[config.mk]
export PLATFORM = sky130hd
export DESIGN_NAME = apb_uart_flat
export DESIGN_NICKNAME = d
export VERILOG_FILES = /design/src/rtl/apb_uart_if.sv /design/src/rtl/apb_uart.sv /design/src/flat_wrapper.sv
export SDC_FILE = /design/constraint.sdc
export NUM_CORES = 1
export LEC_CHECK = 0
export ABC_AREA = 1
export BUFFER_PORTS_ARGS = -buffer_cell sky130_fd_sc_hd__clkbuf_2
export CAP_MARGIN = 30
export CORE_MARGIN = 10
export CORE_UTILIZATION = 30
export CTS_CLUSTER_SIZE = 24
export DETAILED_ROUTE_END_ITERATION = 6
export PLACE_DENSITY_LB_ADDON = 0.12
export SETUP_SLACK_MARGIN = 0.4
export SKIP_CTS_REPAIR_TIMING = 1
export SLEW_MARGIN = 20
export SYNTH_ARGS = -nofsm -noshare
export SYNTH_HDL_FRONTEND = slang
export SYNTH_SLANG_ARGS = --single-unit
[constraint.sdc]
create_clock -name PCLK -period 3.99 [get_ports PCLK]
set_input_delay 0 -clock PCLK [delete_from_list [all_inputs] [get_ports PCLK]]
set_output_delay 0 -clock PCLK [all_outputs]
set_load 0.01 [all_outputs]
[src/rtl/apb_uart_if.sv]
// apb_uart_if: APB3 bus bundle between a peripheral bus master and the UART register slave
interface apb_uart_if;
    logic       PSEL;
    logic       PENABLE;
    logic       PWRITE;
    logic [4:0] PADDR;
    logic [7:0] PWDATA;
    logic [7:0] PRDATA;
    logic       PREADY;
    logic       PSLVERR;
    modport slave (input PSEL, PENABLE, PWRITE, PADDR, PWDATA, output PRDATA, PREADY, PSLVERR);
    modport master (output PSEL, PENABLE, PWRITE, PADDR, PWDATA, input PRDATA, PREADY, PSLVERR);
endinterface

[src/rtl/apb_uart.sv]
// apb_uart: APB3-programmable UART with 16x oversampling baud generator and sticky error flags
module apb_uart #(
    parameter bit          FIXEDMODE         = 1'b0,
    parameter logic [12:0] BAUD_VALUE        = 13'd1,
    parameter bit          PRG_BIT8          = 1'b1,
    parameter logic [1:0]  PRG_PARITY        = 2'd0,
    parameter logic [2:0]  BAUD_VAL_FRCTN    = 3'd0,
    parameter bit          BAUD_VAL_FRCTN_EN = 1'b0
) (
    input  logic      PCLK,
    input  logic      PRESETN,
    apb_uart_if.slave apb,
    input  logic      RX,
    output logic      TX,
    output logic      TXRDY,
    output logic      RXRDY,
    output logic      PARITY_ERR,
    output logic      FRAMING_ERR,
    output logic      OVERFLOW
);
    typedef enum logic [2:0] {IDLE, START, DATA, PARITY, STOP} tx_state_t;
    typedef enum logic [2:0] {R_IDLE, R_START, R_DATA, R_PARITY, R_STOP, R_WAIT} rx_state_t;
    localparam logic PAR_EN0 = (PRG_PARITY == 2'd1) || (PRG_PARITY == 2'd2);
    localparam logic ODD0 = PRG_PARITY == 2'd2;
    logic [12:0] baud;
    logic        bit8, par_en, odd;
    logic [2:0]  frac, frac_cnt;
    logic [13:0] baud_cnt;
    logic        wr, rd_rx, tick;
    tx_state_t   tx_st, tx_nxt;
    logic [7:0]  thr, tx_sh;
    logic        thr_full, tx_par, tx_load, tx_end;
    logic [3:0]  tx_tick;
    logic [2:0]  tx_bit;
    rx_state_t   rx_st, rx_nxt;
    logic        rx_m, rx_s, rx_par, rx_mid, rx_end, rx_done, rx_perr;
    logic [3:0]  rx_tick, rx_bit;
    logic [7:0]  rx_sh, rx_byte, rx_data, rdata;
    logic        rxrdy_q, perr_q, ferr_q, ovf_q;
    assign wr = apb.PSEL && apb.PENABLE && apb.PWRITE;
    assign rd_rx = apb.PSEL && apb.PENABLE && !apb.PWRITE && apb.PADDR == 5'h04;
    assign apb.PREADY = 1'b1;
    assign apb.PSLVERR = 1'b0;
    assign apb.PRDATA = rdata;
    assign tick = baud_cnt == 14'd0;
    assign tx_end = tick && tx_tick == 4'd15;
    assign rx_mid = tick && rx_tick == 4'd7;
    assign rx_end = tick && rx_tick == 4'd15;
    assign rx_byte = bit8 ? rx_sh : {1'b0, rx_sh[7:1]};
    assign rx_perr = par_en && (rx_par ^ (^rx_byte) ^ odd);
    assign TX = tx_st == START ? 1'b0 : tx_st == DATA ? tx_sh[0] : tx_st == PARITY ? tx_par : 1'b1;
    assign TXRDY = !thr_full;
    assign RXRDY = rxrdy_q;
    assign PARITY_ERR = perr_q;
    assign FRAMING_ERR = ferr_q;
    assign OVERFLOW = ovf_q;

    // Line configuration: software-writable unless the build fixes it
    always_ff @(posedge PCLK) begin
        if (!PRESETN) begin
            baud <= BAUD_VALUE; bit8 <= PRG_BIT8; par_en <= PAR_EN0; odd <= ODD0; frac <= BAUD_VAL_FRCTN;
        end else if (wr && !FIXEDMODE) begin
            if (apb.PADDR == 5'h08) baud[7:0] <= apb.PWDATA;
            if (apb.PADDR == 5'h0C) {baud[12:8], odd, par_en, bit8} <= apb.PWDATA;
            if (apb.PADDR == 5'h14) frac <= apb.PWDATA[2:0];
        end
    end

    // Baud divider: reload at the divisor, stretching F of every 8 periods by one cycle
    always_ff @(posedge PCLK) begin
        if (!PRESETN) begin
            baud_cnt <= '0; frac_cnt <= '0;
        end else if (tick) begin
            baud_cnt <= {1'b0, baud} + ((BAUD_VAL_FRCTN_EN && frac_cnt < frac) ? 14'd1 : 14'd0);
            frac_cnt <= frac_cnt + 3'd1;
        end else begin
            baud_cnt <= baud_cnt - 14'd1;
        end
    end

    // TX state register
    always_ff @(posedge PCLK) tx_st <= !PRESETN ? IDLE : tx_nxt;

    // TX next state: take the held byte whenever idle or finishing a stop bit, so frames chain gap-free
    always_comb begin
        tx_nxt = tx_st;
        tx_load = 1'b0;
        case (tx_st)
            IDLE:    if (thr_full) begin tx_nxt = START; tx_load = 1'b1; end
            START:   if (tx_end) tx_nxt = DATA;
            DATA:    if (tx_end && tx_bit == {2'b11, bit8}) tx_nxt = par_en ? PARITY : STOP;
            PARITY:  if (tx_end) tx_nxt = STOP;
            STOP:    if (tx_end) begin tx_nxt = thr_full ? START : IDLE; tx_load = thr_full; end
            default: tx_nxt = IDLE;
        endcase
    end

    // TX holding register, shifter and per-bit tick counter
    always_ff @(posedge PCLK) begin
        if (!PRESETN) begin
            thr <= '0; thr_full <= 1'b0; tx_sh <= '0; tx_par <= 1'b0; tx_tick <= '0; tx_bit <= '0;
        end else begin
            if (wr && apb.PADDR == 5'h00 && !thr_full) begin thr <= apb.PWDATA; thr_full <= 1'b1; end
            if (tx_load) begin
                thr_full <= 1'b0; tx_sh <= thr; tx_par <= ^(thr & {bit8, 7'h7F}) ^ odd;
                tx_tick <= '0; tx_bit <= '0;
            end else begin
                if (tick) tx_tick <= tx_tick + 4'd1;
                if (tx_end && tx_st == DATA) begin tx_sh <= tx_sh >> 1; tx_bit <= tx_bit + 3'd1; end
            end
        end
    end

    // RX state register
    always_ff @(posedge PCLK) rx_st <= !PRESETN ? R_IDLE : rx_nxt;

    // RX next state: recheck the start bit mid-bit, finish the frame at the stop-bit sample
    always_comb begin
        rx_nxt = rx_st;
        rx_done = 1'b0;
        case (rx_st)
            R_IDLE:   if (!rx_s) rx_nxt = R_START;
            R_START:  rx_nxt = (rx_mid && rx_s) ? R_IDLE : rx_end ? R_DATA : R_START;
            R_DATA:   if (rx_end && rx_bit == (bit8 ? 4'd8 : 4'd7)) rx_nxt = par_en ? R_PARITY : R_STOP;
            R_PARITY: if (rx_end) rx_nxt = R_STOP;
            R_STOP:   if (rx_mid) begin rx_done = 1'b1; rx_nxt = rx_s ? R_IDLE : R_WAIT; end
            R_WAIT:   if (rx_s) rx_nxt = R_IDLE;
            default:  rx_nxt = R_IDLE;
        endcase
    end

    // RX synchronizer, oversample counter and mid-bit sampling
    always_ff @(posedge PCLK) begin
        if (!PRESETN) begin
            rx_m <= 1'b1; rx_s <= 1'b1; rx_tick <= '0; rx_bit <= '0; rx_sh <= '0; rx_par <= 1'b0;
        end else begin
            rx_m <= RX; rx_s <= rx_m;
            rx_tick <= rx_st == R_IDLE ? 4'd0 : tick ? rx_tick + 4'd1 : rx_tick;
            if (rx_st == R_IDLE) rx_bit <= '0;
            if (rx_mid && rx_st == R_DATA) begin rx_sh <= {rx_s, rx_sh[7:1]}; rx_bit <= rx_bit + 4'd1; end
            if (rx_mid && rx_st == R_PARITY) rx_par <= rx_s;
        end
    end

    // Receive flags: a completing frame wins over the RXDATA read that clears them
    always_ff @(posedge PCLK) begin
        if (!PRESETN) begin
            rx_data <= '0; rxrdy_q <= 1'b0; perr_q <= 1'b0; ferr_q <= 1'b0; ovf_q <= 1'b0;
        end else begin
            if (rd_rx) begin rxrdy_q <= 1'b0; perr_q <= 1'b0; ferr_q <= 1'b0; ovf_q <= 1'b0; end
            if (rx_done) begin
                if (rxrdy_q && !rd_rx) ovf_q <= 1'b1;
                else begin rx_data <= rx_byte; rxrdy_q <= 1'b1; end
                if (rx_perr) perr_q <= 1'b1;
                if (!rx_s) ferr_q <= 1'b1;
            end
        end
    end

    // Read mux: combinational during a selected read, zero elsewhere
    always_comb begin
        rdata = '0;
        if (apb.PSEL && !apb.PWRITE)
            case (apb.PADDR)
                5'h04:   rdata = {bit8 & rx_data[7], rx_data[6:0]};
                5'h08:   rdata = baud[7:0];
                5'h0C:   rdata = {baud[12:8], odd, par_en, bit8};
                5'h10:   rdata = {3'b000, ferr_q, ovf_q, perr_q, rxrdy_q, !thr_full};
                5'h14:   rdata = {5'b00000, frac};
                default: rdata = '0;
            endcase
    end
endmodule

[src/flat_wrapper.sv]
// flat-port wrapper written by rule: the top's interface ports become plain ports
module apb_uart_flat 
#(
    parameter bit          FIXEDMODE         = 1'b0,
    parameter logic [12:0] BAUD_VALUE        = 13'd1,
    parameter bit          PRG_BIT8          = 1'b1,
    parameter logic [1:0]  PRG_PARITY        = 2'd0,
    parameter logic [2:0]  BAUD_VAL_FRCTN    = 3'd0,
    parameter bit          BAUD_VAL_FRCTN_EN = 1'b0
)
  (PCLK, PRESETN, RX, TX, TXRDY, RXRDY, PARITY_ERR, FRAMING_ERR, OVERFLOW, apb_PSEL, apb_PENABLE, apb_PWRITE, apb_PADDR, apb_PWDATA, apb_PRDATA, apb_PREADY, apb_PSLVERR);
  apb_uart_if apb_i ();
  input  logic PCLK;
  input  logic PRESETN;
  input  logic RX;
  output logic TX;
  output logic TXRDY;
  output logic RXRDY;
  output logic PARITY_ERR;
  output logic FRAMING_ERR;
  output logic OVERFLOW;
  input wire logic [$bits(apb_i.PSEL)-1:0] apb_PSEL;
  input wire logic [$bits(apb_i.PENABLE)-1:0] apb_PENABLE;
  input wire logic [$bits(apb_i.PWRITE)-1:0] apb_PWRITE;
  input wire logic [$bits(apb_i.PADDR)-1:0] apb_PADDR;
  input wire logic [$bits(apb_i.PWDATA)-1:0] apb_PWDATA;
  output wire logic [$bits(apb_i.PRDATA)-1:0] apb_PRDATA;
  output wire logic [$bits(apb_i.PREADY)-1:0] apb_PREADY;
  output wire logic [$bits(apb_i.PSLVERR)-1:0] apb_PSLVERR;
  assign apb_i.PSEL = apb_PSEL;
  assign apb_i.PENABLE = apb_PENABLE;
  assign apb_i.PWRITE = apb_PWRITE;
  assign apb_i.PADDR = apb_PADDR;
  assign apb_i.PWDATA = apb_PWDATA;
  assign apb_PRDATA = apb_i.PRDATA;
  assign apb_PREADY = apb_i.PREADY;
  assign apb_PSLVERR = apb_i.PSLVERR;
  apb_uart #(.FIXEDMODE(FIXEDMODE), .BAUD_VALUE(BAUD_VALUE), .PRG_BIT8(PRG_BIT8), .PRG_PARITY(PRG_PARITY), .BAUD_VAL_FRCTN(BAUD_VAL_FRCTN), .BAUD_VAL_FRCTN_EN(BAUD_VAL_FRCTN_EN)) u_core (.PCLK(PCLK), .PRESETN(PRESETN), .apb(apb_i), .RX(RX), .TX(TX), .TXRDY(TXRDY), .RXRDY(RXRDY), .PARITY_ERR(PARITY_ERR), .FRAMING_ERR(FRAMING_ERR), .OVERFLOW(OVERFLOW));
endmodule
==> flow_summary.yaml <==
detailed_routing:
  drt_iter0_markers: 273
  drtPass1Iterations: 6
  drc: 0
  ant_nets: 0
  vias: 4674
  wire_per_inst_microns: 14.20
  routed_wl_microns: 13940
  via_per_inst: 4.760
cells_and_area:
  syn2layout_area_growth_pct: 14.12
  final_nets: 781
  drive_above_1_share_pct: 10.50
  diodes: 0
  nFillCells: 1811
  final_cells: 982
global_routing:
  grt_remaining_overflow: 0
  grt_antenna_before_repair: 0
  grt_pass1_vias: 4521
  grt_pass1_wl_microns: 23070
  grt_max_degree: 56
  grt.total_usage_pct: 12.93
synthesis:
  synth_edf_count: 0
  syn_inst: 728
  synthFlopType: "dfxtp_1"
  yosysTopAreaCellShare_pct: 38.13
  ys_seq_area_share_pct: 38.13
  yosys_warnings: 0
  synth_common_cells: "nand2_1, nor2_1, dfxtp_1, inv_1, o21ai_0"
  synth.most_common_cell: "nand2_1"
  syn_nets: 752
  ys_top_cells_by_area: "dfxtp_1, nand2_1, nor2_1"
  synth_area_sq_um: 4987
  avgSynthCellArea_sq_um: 6.851
  async_flop_share_pct: 0
  ys_seq_elements: 95
  yosysTopAreaCell: "dfxtp_1"
  yosysUniqueCellTypes: 47
floorplan:
  die_w_microns: 148.9
  coreArea_sq_um: 16470
  row_count: 47
  die-area_sq_um: 22180
  start_util_pct: 30.29
  fp.dieH_microns: 148.9
  io_pins: 35
critical_path:
  startpoint_type: "flip-flop"
  cp_data_arrival_time_ps: 2380
  critPathMaxFanout: 16
  r2r_start: "u_core.bit8"
  path_class: "reg -> reg"
  ff2ff_setup_slack_ps: 1850
  r2r_end: "u_core.PARITY_ERR"
  endpoint_kind: "flip-flop"
  ff2ff_path_depth: 10
  cp.required_ps: 4230
power:
  power_w: 0.002691
  pwr-share-seq_pct: 40.6
  switching_share_pct: 35.01
  pwr-share-clk_pct: 32.7
  p_sw_w: 0.0009421
  p_int_w: 0.001748
  ir_drop_v: 0.0002280
  combPwrFrac_pct: 26.7
  p_leak_nw: 2.394
  power_density_nw_per_um2: 472.7
sta:
  slew_viol_final: 0
  hold_viol_final: 2
  worst_pin_slew_ps: 658.6
  setup_tns_ps: 0
  fmax_mhz: 468.4
  rsz0062_at_grt: "false"
  fin_skew_ps: 14.46
  slew_headroom_pct: 56.04
  period_share_pct: 53.51
  hold_ws_ps: -40.50
  setup_viol: 0
  post-route-min-period_ps: 2135
cts:
  cts.path.max_buffers: 2
  cts_tree: "yes"
  h-tree-depth: 3
  clockRootBuffer: "clkbuf_16"
  insertion_delay_ps: 350
  cts_buffers: 9
  path_clk_slew_ps: 70
  numClockSinks: 95
min_path:
  worstHoldPathType: "in -> reg"
  min_path_cells: 3
  min_from: "apb_PWDATA[2]"
  hold_end: "u_core.frac[2]"
placement:
  portBuffers: 32
  hpwl_microns: 10650
  place_inst: 960
  gp_congestion: 0.8326
status:
  run_status: "complete, but fails checks"
  violations: "negative hold slack"
run:
  cap_violations: 0
## routing by layer
layer | part of all wire (%) | global-route usage (%)
met1 | 47 | 15.68
met2 | 47 | 21.73
met5 | 0 | 0
met3 | 3.8 | 3.155
met4 | 2.0 | 4.612
## final cells by class
type / count / area [sq um] / share of cell area [%]
tap: 220 / 275.3 / 4.836
inverter: 94 / 357.8 / 6.287
sequential: 95 / 1902 / 33.41
multi-input combinational: 517 / 2616 / 45.97
clock buffer: 10 / 229.0 / 4.023
clock inverter: 6 / 68.82 / 1.209
timing repair buffer: 40 / 242.7 / 4.265
## worst max-delay path, stage by stage, from the launching register on
cell and delay [ps]:
dfxtp_1 740, inv_1 330, o21ai_0 380, xnor2_1 180, inv_1 60, nand2_1 60
nand2_1 60, inv_1 50, nand2_1 40, nand3_1 60, nand2_1 50
## registers in the layout, summed over array words and instances, names as in the netlist, 3 cells and up
| register | flops |
|---|---|
| u_core.frac | 3 |
| u_core.rx_tick | 4 |
| u_core.baud | 13 |
| u_core.tx_tick | 4 |
| u_core.rx_bit | 4 |
| u_core.tx_st | 3 |
| u_core.tx_bit | 3 |
| u_core.rx_st | 3 |
| u_core.tx_sh | 8 |
| u_core.thr | 8 |
| u_core.rx_data | 8 |
| u_core.rx_sh | 8 |
| u_core.baud_cnt | 14 |
## placed cells by master, fill, tap and decap left out, types with 3 or more instances in the layout
master	count
inv_2	4
clkbuf_16	9
nor2_1	104
nor2_4	5
nand3_1	49
nand2_4	3
a31oi_1	6
o22ai_1	7
dfxtp_1	95
o21bai_1	4
nor3b_1	3
o21ai_0	50
nor2_2	5
a221oi_1	3
xor2_1	6
ha_1	5
inv_1	89
dlygate4sd3_1	6
o211ai_1	7
clkbuf_2	32
nand2_1	152
a21oi_1	47
nand4_1	12
xnor2_1	9
or2_2	3
nor3_1	11
## power by group through the flow
stage / combinational (W) / clock (W) / sequential (W)
floorplan: 0.000579 / 0 / 0.00109
global placement: 0.000706 / 0 / 0.00111
detailed placement: 0.000714 / 0 / 0.00111
CTS: 0.000717 / 0.000912 / 0.00109
global route: 0.000818 / 0.000946 / 0.00111
finish: 0.000718 / 0.000881 / 0.00109
## per-stage QoR
stage | util (%) | setup slack, ps | area, sq um
finish | 34.57 | 1855 | 5692
global route | 34.57 | 1586 | 5692
CTS | 34.20 | 1841 | 5632
detailed placement | 32.39 | 1861 | 5334
global placement | 32.30 | 1898 | 5319
floorplan | - | 2307 | 4987
## logic make-up after synthesis
group,count (synthesis),share of synthesized area [%]
AND/OR/NAND/NOR,361,33.37
AO/OA/AOI/OAI,134,15.05
buffers and inverters,116,9.408
flip-flops,95,38.13
XOR/XNOR,15,2.634
adder cells (fa/ha/maj),5,1.254
other,2,0.1506
## worst max-delay path by stage
stage	start	to	slack [ps]	depth (start not counted)
2_1_floorplan	u_core.baud_cnt[0]	u_core.tx_sh[2]	2310	12
3_3_place_gp	u_core.bit8	u_core.PARITY_ERR	1900	10
3_5_place_dp	u_core.bit8	u_core.PARITY_ERR	1860	10
4_1_cts	u_core.bit8	u_core.PARITY_ERR	1840	10
5_1_grt	u_core.bit8	u_core.PARITY_ERR	1590	10
6_report	u_core.bit8	u_core.PARITY_ERR	1850	10
No activity file was read; power rests on OpenSTA's default activity.
